## src/rtl/spi_master_pkg.sv

```systemverilog
// Shared types and helpers for the parametrised SPI master.
package spi_master_pkg;

  typedef enum logic [2:0] {StIdle, StSetup, StXfer, StHold, StGap} spi_state_e;

  // SPI modes encoded as {cpol, cpha}
  localparam logic [1:0] Mode0 = 2'b00;
  localparam logic [1:0] Mode1 = 2'b01;
  localparam logic [1:0] Mode2 = 2'b10;
  localparam logic [1:0] Mode3 = 2'b11;

  // Cycles with SS asserted for one single-word frame
  function automatic int unsigned frame_cycles(input int unsigned data_w, input int unsigned div);
    return (2 * data_w + 2) * (div + 1);
  endfunction

endpackage

```

## src/rtl/spi_sync_fifo.sv

```systemverilog
// Synchronous first-word fall-through FIFO; extra pointer MSB tells full from empty.
module spi_sync_fifo #(
  parameter int unsigned Width = 8,
  parameter int unsigned Depth = 8
) (
  input  logic             clk_i,
  input  logic             rst_i,
  input  logic             push_i,
  input  logic [Width-1:0] wdata_i,
  input  logic             pop_i,
  output logic [Width-1:0] rdata_o,
  output logic             full_o,
  output logic             empty_o
);

  localparam int unsigned AddrW = $clog2(Depth);

  logic [AddrW:0]   wptr_q, rptr_q;
  logic [Width-1:0] mem_q [Depth];
  logic             do_push, do_pop;

  assign empty_o = (wptr_q == rptr_q);
  assign full_o  = (wptr_q[AddrW] != rptr_q[AddrW]) &&
                   (wptr_q[AddrW-1:0] == rptr_q[AddrW-1:0]);
  assign do_push = push_i && !full_o;
  assign do_pop  = pop_i && !empty_o;
  assign rdata_o = mem_q[rptr_q[AddrW-1:0]];

  always_ff @(posedge clk_i) begin
    if (rst_i) begin
      wptr_q <= '0;
      rptr_q <= '0;
    end else begin
      if (do_push) wptr_q <= wptr_q + 1'b1;
      if (do_pop)  rptr_q <= rptr_q + 1'b1;
    end
  end

  always_ff @(posedge clk_i) begin
    if (do_push) mem_q[wptr_q[AddrW-1:0]] <= wdata_i;
  end

endmodule

```

## src/rtl/spi_master_fifo.sv

```systemverilog
// SPI master with TX/RX FIFOs, all CPOL/CPHA modes, bit order select and burst frames.
module spi_master_fifo
  import spi_master_pkg::*;
#(
  parameter int unsigned DataW     = 8,
  parameter int unsigned NumSs     = 8,
  parameter int unsigned FifoDepth = 8,
  parameter int unsigned DivW      = 8,
  localparam int unsigned SelW     = (NumSs > 1) ? $clog2(NumSs) : 1
) (
  input  logic             clk_i,
  input  logic             rst_i,
  input  logic             cfg_cpol_i,
  input  logic             cfg_cpha_i,
  input  logic             cfg_lsb_first_i,
  input  logic             cfg_cont_i,
  input  logic [DivW-1:0]  cfg_div_i,
  input  logic [SelW-1:0]  cfg_ss_sel_i,
  input  logic [DataW-1:0] tx_data_i,
  input  logic             tx_valid_i,
  output logic             tx_ready_o,
  output logic [DataW-1:0] rx_data_o,
  output logic             rx_valid_o,
  input  logic             rx_ready_i,
  output logic             rx_ovf_o,
  input  logic             ovf_clr_i,
  output logic             busy_o,
  output logic             sclk_o,
  output logic             mosi_o,
  input  logic             miso_i,
  output logic [NumSs-1:0] ss_n_o
);

  localparam int unsigned EdgeW = $clog2(2 * DataW);
  localparam logic [EdgeW-1:0] LastEdge = EdgeW'(2 * DataW - 1);

  spi_state_e       state_q, state_d;
  logic [DivW-1:0]  cnt_q, cnt_d, div_q;
  logic [EdgeW-1:0] edge_q, edge_d;
  logic             cpol_q, cpha_q, lsb_q, cont_q;
  logic [SelW-1:0]  sel_q;
  logic [DataW-1:0] tx_sr_q, tx_sr_d, rx_sr_q, tx_rdata;
  logic             mosi_q, mosi_d, sclk_q, sclk_d, miso_q, samp_q, ovf_q;
  logic             tx_empty, tx_full, rx_full, rx_empty, rx_push;
  logic             tick, cfg_load, load, ev, ev_lead, drive, sample, cpha_eff, lsb_eff;

  function automatic logic out_bit(input logic [DataW-1:0] w, input logic lsb);
    return lsb ? w[0] : w[DataW-1];
  endfunction

  function automatic logic [DataW-1:0] shift_w(input logic [DataW-1:0] w, input logic lsb);
    return lsb ? (w >> 1) : (w << 1);
  endfunction

  assign tick = (cnt_q == div_q);

  always_comb begin
    state_d  = state_q;
    cnt_d    = tick ? '0 : cnt_q + 1'b1;
    edge_d   = edge_q;
    sclk_d   = sclk_q;
    cfg_load = 1'b0;
    load     = 1'b0;
    ev       = 1'b0;
    ev_lead  = 1'b0;
    rx_push  = 1'b0;
    unique case (state_q)
      StIdle: begin
        cnt_d  = '0;
        sclk_d = cfg_cpol_i;
        if (!tx_empty) begin
          cfg_load = 1'b1;
          load     = 1'b1;
          state_d  = StSetup;
        end
      end
      StSetup: if (tick) begin
        state_d = StXfer;
        edge_d  = '0;
        ev      = 1'b1;
        ev_lead = 1'b1;
      end
      StXfer: if (tick) begin
        if (edge_q == LastEdge) begin
          state_d = StHold;
        end else begin
          edge_d  = edge_q + 1'b1;
          ev      = 1'b1;
          // Half-periods with even index start on a leading edge
          ev_lead = edge_q[0];
        end
      end
      StHold: begin
        rx_push = (cnt_q == '0);
        if (tick) begin
          if (cont_q && !tx_empty) begin
            load    = 1'b1;
            state_d = StSetup;
          end else begin
            state_d = StGap;
          end
        end
      end
      StGap: if (tick) state_d = StIdle;
      default: state_d = StIdle;
    endcase
    if (ev) sclk_d = cpol_q ^ ev_lead;
  end

  // In IDLE the frame config is not latched yet, so the live inputs decide the first bit
  assign cpha_eff = (state_q == StIdle) ? cfg_cpha_i : cpha_q;
  assign lsb_eff  = (state_q == StIdle) ? cfg_lsb_first_i : lsb_q;
  assign drive    = ev && (cpha_q ? ev_lead : !ev_lead);
  assign sample   = ev && (cpha_q ? !ev_lead : ev_lead);

  always_comb begin
    tx_sr_d = tx_sr_q;
    mosi_d  = mosi_q;
    if (load) begin
      if (!cpha_eff) begin
        mosi_d  = out_bit(tx_rdata, lsb_eff);
        tx_sr_d = shift_w(tx_rdata, lsb_eff);
      end else begin
        tx_sr_d = tx_rdata;
      end
    end else if (drive) begin
      mosi_d  = out_bit(tx_sr_q, lsb_q);
      tx_sr_d = shift_w(tx_sr_q, lsb_q);
    end
  end

  always_ff @(posedge clk_i) begin
    if (rst_i) begin
      state_q <= StIdle;
      cnt_q   <= '0;
      edge_q  <= '0;
      div_q   <= '0;
      sel_q   <= '0;
      cpol_q  <= 1'b0;
      cpha_q  <= 1'b0;
      lsb_q   <= 1'b0;
      cont_q  <= 1'b0;
      tx_sr_q <= '0;
      rx_sr_q <= '0;
      mosi_q  <= 1'b0;
      sclk_q  <= 1'b0;
      miso_q  <= 1'b0;
      samp_q  <= 1'b0;
      ovf_q   <= 1'b0;
    end else begin
      state_q <= state_d;
      cnt_q   <= cnt_d;
      edge_q  <= edge_d;
      tx_sr_q <= tx_sr_d;
      mosi_q  <= mosi_d;
      sclk_q  <= sclk_d;
      miso_q  <= miso_i;
      // Capture one cycle after the sample edge so miso_q holds the bit present at that edge
      samp_q  <= sample;
      if (samp_q) begin
        rx_sr_q <= lsb_q ? {miso_q, rx_sr_q[DataW-1:1]} : {rx_sr_q[DataW-2:0], miso_q};
      end
      if (cfg_load) begin
        cpol_q <= cfg_cpol_i;
        cpha_q <= cfg_cpha_i;
        lsb_q  <= cfg_lsb_first_i;
        cont_q <= cfg_cont_i;
        div_q  <= cfg_div_i;
        sel_q  <= cfg_ss_sel_i;
      end
      if (rx_push && rx_full) ovf_q <= 1'b1;
      else if (ovf_clr_i)     ovf_q <= 1'b0;
    end
  end

  always_comb begin
    ss_n_o = '1;
    if ((state_q == StSetup || state_q == StXfer || state_q == StHold) &&
        (32'(sel_q) < NumSs)) begin
      ss_n_o[sel_q] = 1'b0;
    end
  end

  assign busy_o     = (state_q != StIdle) || !tx_empty;
  assign tx_ready_o = !tx_full;
  assign rx_valid_o = !rx_empty;
  assign rx_ovf_o   = ovf_q;
  assign sclk_o     = sclk_q;
  assign mosi_o     = mosi_q;

  spi_sync_fifo #(
    .Width (DataW),
    .Depth (FifoDepth)
  ) u_tx_fifo (
    .clk_i   (clk_i),
    .rst_i   (rst_i),
    .push_i  (tx_valid_i),
    .wdata_i (tx_data_i),
    .pop_i   (load),
    .rdata_o (tx_rdata),
    .full_o  (tx_full),
    .empty_o (tx_empty)
  );

  spi_sync_fifo #(
    .Width (DataW),
    .Depth (FifoDepth)
  ) u_rx_fifo (
    .clk_i   (clk_i),
    .rst_i   (rst_i),
    .push_i  (rx_push),
    .wdata_i (rx_sr_q),
    .pop_i   (rx_ready_i),
    .rdata_o (rx_data_o),
    .full_o  (rx_full),
    .empty_o (rx_empty)
  );

endmodule

```

## config.mk

```make
export PLATFORM = sky130hd
export DESIGN_NAME = spi_master_fifo
export DESIGN_NICKNAME = d
export VERILOG_FILES = /design/src/rtl/spi_master_pkg.sv /design/src/rtl/spi_sync_fifo.sv /design/src/rtl/spi_master_fifo.sv
export SDC_FILE = /design/constraint.sdc
export NUM_CORES = 1
export LEC_CHECK = 0
export BUFFER_PORTS_ARGS = -buffer_cell sky130_fd_sc_hd__buf_2
export CAP_MARGIN = 20
export CELL_PAD_IN_SITES_DETAIL_PLACEMENT = 1
export CELL_PAD_IN_SITES_GLOBAL_PLACEMENT = 1
export CORE_MARGIN = 2
export CORE_UTILIZATION = 45
export DETAILED_ROUTE_END_ITERATION = 8
export PLACE_DENSITY = 0.72
export SLEW_MARGIN = 20
export SYNTH_ARGS = -nofsm -noshare
export SYNTH_HDL_FRONTEND = slang
export SYNTH_HIERARCHICAL = 1
export SYNTH_SLANG_ARGS = --single-unit
```

## constraint.sdc

```tcl
create_clock -name clk_i -period 3.7 [get_ports clk_i]
set_input_delay 0 -clock clk_i [delete_from_list [all_inputs] [get_ports clk_i]]
set_output_delay 0 -clock clk_i [all_outputs]
set_load 0.01 [all_outputs]
```

# Word level (Yosys, flattened, before mapping)
# Memory sizes are Yosys's and may differ from the RTL's. A register that Yosys moved wholly into a read port is not among the register bits.
# Index checks and enable logic that the tools add are counted.
# totals
out_inout_bits	22
mem_count	2
mem_bits_ro	0
wordCells	137
input_bits	29
latchBits	0
ff_bits	67
ramBits	128
# classes
muxes	55
n_eq_ne	20
mul	0
n_lt_le_gt_ge	2
reduce_logical	30
div_mod_pow	0
n_shift	0
n_bitwise	2
add_sub_neg	6
# mem_list
name	depth	width	rd	rd_ports_with_merged_regs	wr	line	text
u_rx_fifo.mem_q	8	8	1	1	1	spi_sync_fifo.sv:19	logic [Width-1:0] mem_q [Depth];
u_tx_fifo.mem_q	8	8	1	1	1	spi_sync_fifo.sv:19	
# op_table
op	n
2-to-1 mux 8 bit	7
2-to-1 mux 3 bit	11
2-to-1 mux 1 bit	28
adder 4 x 1 -> 4 bit (second input constant)	5
inequality test 2 bit (second input constant)	8
case mux 3 bit (5 select lines)	1
2-to-1 mux 4 bit	3
logical AND 1 bit	11
adder 8 x 1 -> 8 bit (second input constant)	1
== test 4 bit	2
== test 8 bit	1
zero test 8 bit	1
NOT 8 bit	1
case mux 4 bit (2 select lines)	1
nonzero test 2 bit	4
== test 3 x 2 -> 1 bit (second input constant)	2
== test 3 bit	2
case mux 1 bit (2 select lines)	3
AND reduction 6 bit	1
zero test 1 bit	5
== test 4 bit (second input constant)	1
< comparator 3 x 4 -> 1 bit (second input constant)	1
AND reduction 4 bit	1
demux 1 bit (select 3 bit)	1
other kinds (10)	13

# Longest topological paths before layout
# depth
ltp_word	9
mapped_depth	10
depth_no_buf	8

# Modules after synthesis
# Netlist, hierarchy kept.
# by_module_without_submodules
module	seq_area_each_um2	cells_per_inst	instances	area_each_um2
spi_sync_fifo (u_rx_fifo)	2142.1	178	1	3166.8
spi_sync_fifo (u_tx_fifo)	2142.1	177	1	3165.5
spi_master_fifo	1021.0	327	1	2745.1

# Worst setup path before layout
# Ideal clock, no wire load.
# synth_path
path_type	register to register
start	register cnt_q[5]
end	memory u_rx_fifo.mem_q[3][0] (enable)
t_required_ps	3302
arrival_time_ps	2629
setup_ps	398
path_stages_with_launch	5
n_path_buf	0
path_slack_ps	673
synth_period_minus_slack_ps	3027
cell_sequence	dfxtp_1 -> or4_2 -> nor4_1 -> nand2_1 -> nor4b_1
# synth_between
elab_chain_cells	5
# synth_rtl
element	line	text
start: declaration	spi_master_fifo.sv:38	logic [DivW-1:0] cnt_q, cnt_d, div_q;
start signal: assignment	spi_master_fifo.sv:152	cnt_q <= cnt_d;
zero test 8 bit	spi_master_fifo.sv:94	rx_push = (cnt_q == '0);
2-to-1 mux 1 bit	spi_master_fifo.sv:67	unique case (state_q)
net rx_push	spi_master_fifo.sv:44	logic tx_empty, tx_full, rx_full, rx_empty, rx_push;
logical AND 1 bit	spi_sync_fifo.sv:25	assign do_push = push_i && !full_o;
2-to-1 mux 1 bit	spi_sync_fifo.sv:40	if (do_push) mem_q[wptr_q[AddrW-1:0]] <= wdata_i;
2-to-1 mux 1 bit (not written as such)	spi_sync_fifo.sv:40	
end: declaration	spi_sync_fifo.sv:19	
# The timed path passes the listed nets, and every way through them passes these cells.

# Worst setup path in the final report
# layout_path
start	register cnt_q[5]
end	memory u_rx_fifo.mem_q[0][3] (enable)
# Same word-level chain as after synthesis.

==> results.txt <==
For the finished layout, the period the worst path requires is approximately 2.7 ns. The final layout contains 797 nets. The first detailed-routing pass took 4 iterations.

Setup violations remaining at the end of the flow were counted as 0. The top-level port count came out at 51. Timing would allow up to 366 MHz.

The reg-to-reg startpoint is cnt_q[5]$_SDFF_PP0_. The transition time at the pin with the least slew margin is between 1 and 1.5 ns. The largest single stage delay on the critical path is just under 0.7 ns. The critical path arrival came out at between 2 and 3 ns. The multi-input combinational cell area is between 0.003 and 0.004 mm2. CTS built an H-tree with a depth of 1.

Entering global routing, the biggest net connects 54 pins. Dividing the detail-routed wire length by the instance count gives around 19 um. STA classifies the critical path endpoint as a register. The timing startpoint of the critical path is cnt_q[5]$_SDFF_PP0_. In this run the worst path has a maximum fanout of 8.

met2 is the most crowded layer. The worst setup slack after placement came out at approximately 1 ns. The total routing usage reported by global routing is a little under a fifth. The worst setup path is of the reg2reg kind.

TritonCTS built the clock tree. The worst slack on hold paths is roughly 0.15 ns. The post-CTS setup repair buffer count came out at 0.

The portion of the post-synthesis area used by sequential elements came out at about three fifths. After detailed placement, the design holds a cell count of 975. The fraction of synthesis flops using an asynchronous set or reset pin is 0%.

The placed instances occupy a cell area of ~0.0096 mm2. The cell count after synthesis came out at 682. Among the stages of the critical path, the cell type that occurs most often is buf_4. The total core area came out at between 0.015 and 0.02 mm2. The number of antenna diodes in the final layout is 0. The total of fill cells in the finished design came out at 2024. The DRC violations left came out at 0.

The library cells used most frequently in the layout, excluding fill and tap cells, are 128 x edfxtp_1, 72 x dfxtp_1, 58 x nor2_1. The slowest cell on the critical path is or4_2. The count of endpoints failing hold in the final timing report came out at 0.

The number of nets handed over by synthesis was 718. The initialized floorplan defines 51 standard-cell rows. The total overflow reported by the global router is 0.

The clock-pin slew reported for the worst setup and hold paths after clock tree synthesis is around 0.070 ns. For this configuration, the core starts out at a cell density of ~46%. The count of maximum capacitance violations is 0. The leakage power of the design came out at roughly 3.7 nW. The worst setup path is launched from a register. The buffer and inverter count on the worst path came out at 3. The detailed-route vias per instance came out at roughly 5.5.

The total vias in the final route came out at 5702. Adding up every negative setup slack in the final design gives 0 ns. The area taken by flip-flops and latches came out at about 0.0053 mm2. The cell sitting at the root of the clock tree is a clkbuf_16.

The synthesis warning total is 6. Among all flip-flop cells after synthesis, the most frequent one is edfxtp_1. The global-route wire length before repair came out at between 30 and 40 mm.

For this run, global-route usage on met3 was measured as ~2.7%. The share of final-layout standard cells stronger than drive strength 1 is ~24%. Setup repair after global routing left no endpoint under its margin. Grouping stages by cell kind, the critical path spends the most delay in simple AND/OR/NAND/NOR gates.

The worst-case clock buffer depth is 3. The total die area came out at approximately 0.021 mm2. Compared with the post-synthesis result, the final layout area differs by 16.8%. At the later pin of the worst-skew pair, clock insertion delay measures roughly 0.50 ns. The synthesized netlist occupies a cell area of 0.00908 mm2. The violation count after the first detailed-route iteration is roughly 320.

The required time of the critical path is 3.90 ns. The count of input and output buffers is 50. In the finished design, the share of the clock period the worst path needs comes to between 70% and 80%. The library cell used most frequently in the layout, excluding fill and tap cells, is edfxtp_1. The design draws 6.93 mW. The critical path goes through or4_2 > nor4_1 > buf_4 > inv_1 > or3_1 > nor3_1 > buf_4.

The worst-case setup margin in the final layout came out at between 0.9 and 1 ns. The mean area per synthesized cell came out at between 10 and 15 um2. The class of the tightest hold or removal check is in2reg.

The number of clock sinks is 201. Measured along the x axis, the die boundary spans between 100 and 150 um. Cells fill between 50 and 60% of the core in the end. Synthesis instantiated 60 different standard cells from the library.

The relative max-transition margin is approximately 28%. The worst hold path begins at rst_i. The final antenna-violating net count came out at 0. The power density over the cells is about 650 mW/mm2. The met1 usage is about a quarter.

For this run, the number of standard cells in the final layout without fillers is approximately 1000. The flip-flop and latch count after synthesis came out at 201. The met2 layer usage reported by global route is about 33%. At the end of routability-driven placement, the weighted congestion stood at 0.824. The total clock buffers created by CTS came out at 22.

The maximum ir drop on the vdd rail is 0.000349 V. The number of gates resized after cts came out at 0. The number of global-route vias before repair came out at between 6000 and 7000.

The final setup skew is about 0.015 ns. The final design instance area without fill came out at approximately 0.011 mm2. The number of antenna violations at the first check in global routing came out at 0.

The run finished with clean final reports. The sum of routed wire length over all layers is roughly 20 mm. The number of cells on the critical path came out at 7. The number of cells on the worst reg-to-reg path is 7. The post-detailed-placement half-perimeter wirelength came out at roughly 13 mm. The number of pins with negative max-slew slack in the final report came out at 0.

The vertical die dimension is between 100 and 150 um. Along the worst hold path, the cell count comes to 2. The number of enable flip-flop cells after synthesis came out at 128.
## final cells by class
class	count	area share [%]
Sequential cell	201	50.0
Clock buffer	27	5.66
Inverter	8	0.283
Clock inverter	13	1.20
Tap cell	265	3.13
Timing Repair Buffer	97	6.32
Multi-Input combinational cell	431	33.4
## per-layer routing
layer	up-vias	wire (um)
met1	2856	8930
met2	101	9890
met4	0	313
met3	26	709
met5	-	0
li1	2719	-
## path summary, 6_finish.rpt
kind / to / slack, ns
hold / removal: sel_q[2]$_SDFFE_PP0P_ / 0.15
hold reg to reg: div_q[4]$_SDFFE_PP0P_ / 0.47
setup reg to reg: u_rx_fifo/mem_q[0][3]$_DFFE_PP_ / 0.97
setup / recovery: u_rx_fifo/mem_q[0][3]$_DFFE_PP_ / 0.97
## cell usage after synthesis, types with 12 or more instances
cell type | n | area (um2)
a211oi_1 | 12 | 90.1
a21oi_1 | 34 | 170
buf_2 | 13 | 65.1
clkbuf_1 | 15 | 56.3
dfxtp_1 | 73 | 1460
edfxtp_1 | 128 | 3840
mux2_2 | 26 | 293
mux2i_1 | 34 | 340
mux4_2 | 32 | 721
nand2_1 | 55 | 206
nand3_1 | 14 | 70.1
nor2_1 | 58 | 218
nor2b_1 | 18 | 113
xor2_1 | 22 | 193
## cells by family after synthesis
family	Yosys count	share of synthesized area, %
simple gates	215	12.9
flops	201	58.4
mux	98	15.7
compound gates	79	6.22
buf+inv	50	2.70
xor+xnor	32	3.09
fa+ha+maj	7	0.965
## sequential cells by signal (all words and copies together) (netlist names), 4 cells and up, named ones only
name,cells
cnt_q,8
div_q,8
edge_q,4
rx_sr_q,8
tx_sr_q,8
u_rx_fifo/mem_q,64
u_rx_fifo/rptr_q,4
u_rx_fifo/wptr_q,4
u_tx_fifo/mem_q,64
u_tx_fifo/rptr_q,4
u_tx_fifo/wptr_q,4
## power by group
group / leakage (nW) / internal [mW] / switching (mW)
Sequential: 1.77 / 2.63 / 0.292
Clock: 0.340 / 1.30 / 0.875
Combinational: 1.61 / 0.806 / 1.03
Total: 3.72 / 4.73 / 2.20
## worst reg2reg max path, cell delays in order, from the launching register on
cell and delay [ns]:
dfxtp_1 0.36, or4_2 0.68, nor4_1 0.33, buf_4 0.24
inv_1 0.06, or3_1 0.33, nor3_1 0.21, buf_4 0.23
## timing repair
item                       CTS  global route
setup endpoints to repair    0             0
hold buffers                27             0
hold endpoints to repair    89             0
(Power assumes the default switching activity.)
